**config.mk**
```make
export PLATFORM = sky130hd
export DESIGN_NAME = maple_rx_sequencer
export DESIGN_NICKNAME = d
export VERILOG_FILES = /design/src/rtl/maple_rx_sequencer.sv
export SDC_FILE = /design/constraint.sdc
export NUM_CORES = 1
export LEC_CHECK = 0
export ABC_AREA = 1
export BUFFER_PORTS_ARGS = -buffer_cell sky130_fd_sc_hd__buf_4
export CAP_MARGIN = 20
export CORE_UTILIZATION = 60
export CTS_CLUSTER_DIAMETER = 60
export DETAILED_ROUTE_END_ITERATION = 6
export PLACE_DENSITY_LB_ADDON = 0.05
export SLEW_MARGIN = 25
export SYNTH_ARGS = -nofsm -noshare
export SYNTH_HDL_FRONTEND = slang
export SYNTH_SLANG_ARGS = --single-unit
```
**constraint.sdc**
```tcl
create_clock -name clk -period 3.4 [get_ports clk]
set_input_delay 0.17 -clock clk [delete_from_list [all_inputs] [get_ports clk]]
set_output_delay 0.17 -clock clk [all_outputs]
set_load 0.02 [all_outputs]
```
**src/rtl/maple_rx_sequencer.sv**
```systemverilog
// Purpose: Maple bus receive sequencer; turns line edge strobes into 32-bit words plus frame status.
// Latency: a completed word appears on word_data/word_valid one clk after its 32nd bit strobe.
// Backpressure: one-word holding register; a word completing while the previous one is unconsumed aborts the frame (OVERFLOW).
//
// Ports:
//   clk, reset (async, active-low)           clock and reset
//   rx_enable                                arms the receiver, looked at only while IDLE
//   sdcka_level, sdckb_level                 synchronized line levels
//   sdcka/sdckb_posedge/negedge              single-cycle edge strobes
//   end_frame, end_frame_error               strobes from the end-pattern decoder
//   word_data/word_valid/word_ready          received word handshake
//   frame_done, frame_error                  single-cycle frame outcome pulses
//   error_code, word_count, busy             status
module maple_rx_sequencer #(
  parameter logic [15:0] TIMEOUT   = 16'd5000,
  parameter logic [8:0]  MAX_WORDS = 9'd256
) (
  input  logic        clk,
  input  logic        reset,
  input  logic        rx_enable,
  input  logic        sdcka_level,
  input  logic        sdckb_level,
  input  logic        sdcka_posedge,
  input  logic        sdcka_negedge,
  input  logic        sdckb_posedge,
  input  logic        sdckb_negedge,
  input  logic        end_frame,
  input  logic        end_frame_error,
  output logic [31:0] word_data,
  output logic        word_valid,
  input  logic        word_ready,
  output logic        frame_done,
  output logic        frame_error,
  output logic [2:0]  error_code,
  output logic [8:0]  word_count,
  output logic        busy
);

  typedef enum logic [2:0] {
    S_IDLE,
    S_START,
    S_DATA,
    S_DONE,
    S_ERROR
  } state_t;

  localparam logic [2:0] ERR_BAD_START = 3'd1;
  localparam logic [2:0] ERR_TIMEOUT   = 3'd2;
  localparam logic [2:0] ERR_END       = 3'd3;
  localparam logic [2:0] ERR_LENGTH    = 3'd4;
  localparam logic [2:0] ERR_OVERFLOW  = 3'd5;
  localparam logic [2:0] ERR_TOO_LONG  = 3'd6;

  state_t      state;
  state_t      state_nxt;
  logic [2:0]  start_cnt;
  logic [4:0]  bit_cnt;
  logic [31:0] shift_reg;
  logic [15:0] idle_cnt;

  logic        any_edge;
  logic        timeout_hit;
  logic        bit_stb;
  logic        bit_in;
  logic        frame_start;
  logic        shift_en;
  logic        word_load;
  logic        err_set;
  logic [2:0]  err_code_nxt;

  assign any_edge = sdcka_posedge | sdcka_negedge | sdckb_posedge | sdckb_negedge;
  // Fires on the TIMEOUT-th consecutive cycle without any edge strobe.
  assign timeout_hit = !any_edge && ((idle_cnt + 16'd1) == TIMEOUT);
  // A falling samples B, B falling samples A.
  assign bit_stb = sdcka_negedge | sdckb_negedge;
  assign bit_in  = sdcka_negedge ? sdckb_level : sdcka_level;
  assign busy    = (state != S_IDLE);

  always_ff @(posedge clk or negedge reset) begin
    if (!reset) begin
      state <= S_IDLE;
    end else begin
      state <= state_nxt;
    end
  end

  always_comb begin
    state_nxt    = state;
    frame_start  = 1'b0;
    shift_en     = 1'b0;
    word_load    = 1'b0;
    err_set      = 1'b0;
    err_code_nxt = 3'd0;
    case (state)
      S_IDLE: begin
        if (sdcka_negedge && sdckb_level && rx_enable) begin
          state_nxt   = S_START;
          frame_start = 1'b1;
        end
      end
      S_START: begin
        if (end_frame_error) begin
          err_set      = 1'b1;
          err_code_nxt = ERR_END;
        end else if (timeout_hit) begin
          err_set      = 1'b1;
          err_code_nxt = ERR_TIMEOUT;
        end else if (sdcka_posedge) begin
          if (start_cnt == 3'd4) begin
            state_nxt = S_DATA;
          end else begin
            err_set      = 1'b1;
            err_code_nxt = ERR_BAD_START;
          end
        end
      end
      S_DATA: begin
        if (end_frame_error) begin
          err_set      = 1'b1;
          err_code_nxt = ERR_END;
        end else if (timeout_hit) begin
          err_set      = 1'b1;
          err_code_nxt = ERR_TIMEOUT;
        end else if (end_frame) begin
          // Up to three trailing bits are the end pattern's own edges.
          if (bit_cnt <= 5'd3) begin
            state_nxt = S_DONE;
          end else begin
            err_set      = 1'b1;
            err_code_nxt = ERR_LENGTH;
          end
        end else if (bit_stb) begin
          if (bit_cnt == 5'd31) begin
            if (word_count == MAX_WORDS) begin
              err_set      = 1'b1;
              err_code_nxt = ERR_TOO_LONG;
            end else if (word_valid && !word_ready) begin
              err_set      = 1'b1;
              err_code_nxt = ERR_OVERFLOW;
            end else begin
              shift_en  = 1'b1;
              word_load = 1'b1;
            end
          end else begin
            shift_en = 1'b1;
          end
        end
      end
      S_DONE: begin
        state_nxt = S_IDLE;
      end
      S_ERROR: begin
        if (sdcka_level && sdckb_level) begin
          state_nxt = S_IDLE;
        end
      end
      default: begin
        state_nxt = S_IDLE;
      end
    endcase
    if (err_set) begin
      state_nxt = S_ERROR;
    end
  end

  always_ff @(posedge clk or negedge reset) begin
    if (!reset) begin
      start_cnt   <= 3'd0;
      bit_cnt     <= 5'd0;
      shift_reg   <= 32'd0;
      idle_cnt    <= 16'd0;
      word_data   <= 32'd0;
      word_valid  <= 1'b0;
      frame_done  <= 1'b0;
      frame_error <= 1'b0;
      error_code  <= 3'd0;
      word_count  <= 9'd0;
    end else begin
      frame_done  <= (state_nxt == S_DONE);
      frame_error <= err_set;

      if (frame_start) begin
        start_cnt  <= 3'd0;
        bit_cnt    <= 5'd0;
        shift_reg  <= 32'd0;
        word_count <= 9'd0;
        error_code <= 3'd0;
      end

      if ((state == S_START) && sdckb_negedge && (start_cnt != 3'd7)) begin
        start_cnt <= start_cnt + 3'd1;
      end

      if ((state == S_START) || (state == S_DATA)) begin
        idle_cnt <= any_edge ? 16'd0 : idle_cnt + 16'd1;
      end else begin
        idle_cnt <= 16'd0;
      end

      if (shift_en) begin
        shift_reg <= {shift_reg[30:0], bit_in};
        bit_cnt   <= bit_cnt + 5'd1;
      end

      // A fresh word may land in the same cycle the old one is taken.
      if (word_load) begin
        word_data  <= {shift_reg[30:0], bit_in};
        word_valid <= 1'b1;
        word_count <= word_count + 9'd1;
      end else if (word_valid && word_ready) begin
        word_valid <= 1'b0;
      end

      if (err_set) begin
        error_code <= err_code_nxt;
      end
    end
  end

endmodule

```
==> flow_summary.json <==
{
  "status": "finished clean",
  "cts_buf_count": 9,
  "tns_ns": 0,
  "initial_utilization": 0.636,
  "hold_start": "sdcka_level",
  "synthDominantCellAreaShare": 0.558,
  "ff2ff_path_depth": 12,
  "min_path_type": "primary input to register",
  "max_stage_delay_ns": 0.55,
  "wire_per_inst_microns": 13.3,
  "final_layout_size_suffix_gt1_frac": 0.184,
  "antenna_left": 0,
  "port-buffer-count": 59,
  "cts.htree.levels": 3,
  "setup_repair_after_global_routing_missed_its_margin": "no",
  "regToRegEndpoint": "bit_cnt[2]",
  "clk_root_buffer_cell": "sky130_fd_sc_hd__clkbuf_8",
  "number_of_hold_violations_in_the_final_report": 0,
  "grt_pass1_vias": 3597,
  "achievable_clock_frequency_mhz": 379,
  "dp_hpwl_microns": 6630,
  "critical_path.reg2reg.startpoint": "bit_cnt[0]",
  "fillers": 563,
  "ff2ff_setup_slack_ns": 0.76,
  "design.core.area_sq_mm": 0.00741,
  "detailedRoute.firstIterationViolations": 227,
  "final_clock_period_utilization_by_the_worst_path": 0.777,
  "static-leakage-power_nw": 2.65,
  "hold-worst-slack_ns": 0.101,
  "layout_commonest_cell": "sky130_fd_sc_hd__nand2_1",
  "ys_types": 34,
  "ir_worst_vdd_mv": 0.416,
  "largest_reg_flops": 32,
  "worstSetupPathType": "register to register",
  "critPathArrivalTime_ns": 2.88,
  "std_cell_rows": 31,
  "io-pin-count": 60,
  "per_cell_via_count_in_the_routed_design": 5.30,
  "start_kind": "register",
  "finalClockSkew_ns": 0.0142,
  "p_r_area_growth_vs_syn_pct": 15.7,
  "gpl.final_weighted_congestion": 0.827,
  "post-route-min-period_ns": 2.64,
  "grt_antenna_before_repair": 0,
  "insertion_delay_to_the_later_sink_of_the_worst_skew_pair_ns": 0.37,
  "yosys_warnings": 0,
  "cell_types_with_the_largest_area_share_after_synthesis": "sky130_fd_sc_hd__dfrtp_1, sky130_fd_sc_hd__nand2_1, sky130_fd_sc_hd__inv_1, sky130_fd_sc_hd__o21ai_0, sky130_fd_sc_hd__o22ai_1",
  "worst_setup_path_end_kind": "register",
  "synth.cell_area_sq_mm": 0.00471,
  "timing.critical_path.fanout_max": 34,
  "mappedNetlistNets": 547,
  "largest_net_degree_at_the_start_of_global_routing": 68,
  "cap_viol_max_count": 0,
  "cp_common_cell": "sky130_fd_sc_hd__nand2_1",
  "globalRoute.totalOverflow": 0,
  "crit_path_cell_trace": "ha_1 -> nand2_1 -> nor2_1 -> ha_1 -> nand2_1 -> nand3_1 -> nor2_2 -> nand2_4 -> nand2_2 -> inv_1 -> nand2_1 -> o31ai_1",
  "max_slew_margin": 0.452,
  "seq_area_frac_synth": 0.558,
  "final_max_slew_viol_count": 0,
  "numClockSinks": 105,
  "tritoncts": "done",
  "via_count": 3671,
  "worst-slew-pin-transition_ns": 0.822,
  "cts_setup_buffers": 0,
  "num_antenna_cells": 0,
  "netlist_instances": 527,
  "fp.dieW_microns": 90.6,
  "remaining_drc_errors": 0,
  "layout.nets": 608,
  "synth.avg_cell_area_sq_um": 8.94,
  "first_pass_iters": 4,
  "die-area_sq_mm": 0.00821,
  "hold_path_depth": 4,
  "timing.critical_path.slowest_stage_cell": "sky130_fd_sc_hd__nand2_2",
  "max-clock-path-buffers": 2,
  "worst_hold_path.endpoint": "state[2]",
  "most-common-layout-cells": "sky130_fd_sc_hd__nand2_1, sky130_fd_sc_hd__dfrtp_1, sky130_fd_sc_hd__inv_1",
  "cts.reportedPaths.clkPinSlew_ns": 0.10,
  "pwr_density_cell_mw_per_mm2": 419,
  "dieHeight_microns": 90.6,
  "final_routed_wirelength_microns": 9230,
  "yosys_register_bits": 105,
  "grt.total_usage": 0.247,
  "wire_length_of_the_first_global_routing_pass_microns": 16300,
  "synth_largest_area_cell": "sky130_fd_sc_hd__dfrtp_1",
  "worstPathRequired_ns": 3.64,
  "report.final.setup_viol": 0
}
-- critical path: cells and delay by family (launching register included) --
family                   cells  cell delay, ns
adder cells (fa/ha/maj)      2            0.48
buffers and inverters        1            0.15
flip-flops                   1            0.44
AND/OR/NAND/NOR              8            1.40
AO/OA/AOI/OAI                1            0.07
-- metal layers --
layer  part of all wire  GRT usage  vias up
met1               0.44      0.325     1759
li1                   -          -     1830
met3              0.040     0.0581        8
met2               0.51      0.410       74
met4             0.0076     0.0726        0
met5                  0          0        -
-- power breakdown --
| part | total (mW) | switching [mW] | leakage (nW) | internal, mW |
|---|---|---|---|---|
| registers | 1.31 | 0.0250 | 1.46 | 1.29 |
| clock network | 0.770 | 0.458 | 0.104 | 0.311 |
| logic | 0.204 | 0.132 | 1.08 | 0.0711 |
-- area by class of cell --
type / instances / area, sq um / share of cell area
Clock inverter: 6 / 65.1 / 0.0119
Clock buffer: 10 / 138 / 0.0253
Sequential cell: 105 / 2630 / 0.482
Timing Repair Buffer: 64 / 483 / 0.0886
Multi-Input combinational cell: 329 / 1720 / 0.315
Inverter: 79 / 297 / 0.0544
Tap cell: 99 / 124 / 0.0227
-- cell usage after synthesis, drive strengths merged --
| cell | number |
|---|---|
| a21oi | 12 |
| a31oi | 1 |
| a41oi | 2 |
| and3 | 1 |
| buf | 8 |
| clkbuf | 6 |
| clkinv | 1 |
| dfrtp | 105 |
| ha | 8 |
| inv | 78 |
| nand2 | 123 |
| nand3 | 28 |
| nand3b | 1 |
| nand4 | 6 |
| nor2 | 47 |
| nor3 | 9 |
| nor3b | 1 |
| nor4 | 1 |
| o21ai | 46 |
| o21bai | 3 |
| o22ai | 32 |
| o31ai | 3 |
| xnor2 | 1 |
| xor2 | 4 |
-- timing repair --
item	in CTS	in global routing
hold buffers	1	0
resized for setup	0	0
endpoints found under the hold margin	65	0
-- worst max path at each step --
stage,from,to
finish,bit_cnt[0],bit_cnt[2]
global route,bit_cnt[0],bit_cnt[0]
global placement,bit_cnt[0],bit_cnt[0]
CTS,bit_cnt[0],bit_cnt[2]
floorplan,bit_cnt[0],word_count[5]
detailed placement,bit_cnt[0],bit_cnt[2]
-- kinds of logic after synthesis --
kind of cell	count (synthesis)	synth area share
and+or+nand+nor	217	0.215
DFF	105	0.558
AOI/OAI and AO/OA	99	0.119
buffers and inverters	93	0.0778
adders and majority gates	8	0.0212
xor gates and xnor gates	5	0.00930
-- through the flow --
| stage | utilization | instances | total power [mW] | setup WS, ns | area, sq um |
|---|---|---|---|---|---|
| floorplan | - | 527 | 1.45 | 1.52 | 4710 |
| global placement | 0.707 | 675 | 1.53 | 0.882 | 5240 |
| detailed placement | 0.707 | 675 | 1.54 | 0.765 | 5240 |
| CTS | 0.736 | 692 | 2.31 | 0.750 | 5450 |
| global route | 0.736 | 692 | 2.40 | 0.422 | 5450 |
| finish | 0.736 | 692 | 2.28 | 0.759 | 5450 |
Note: power is estimated with default switching activity, not from simulation.
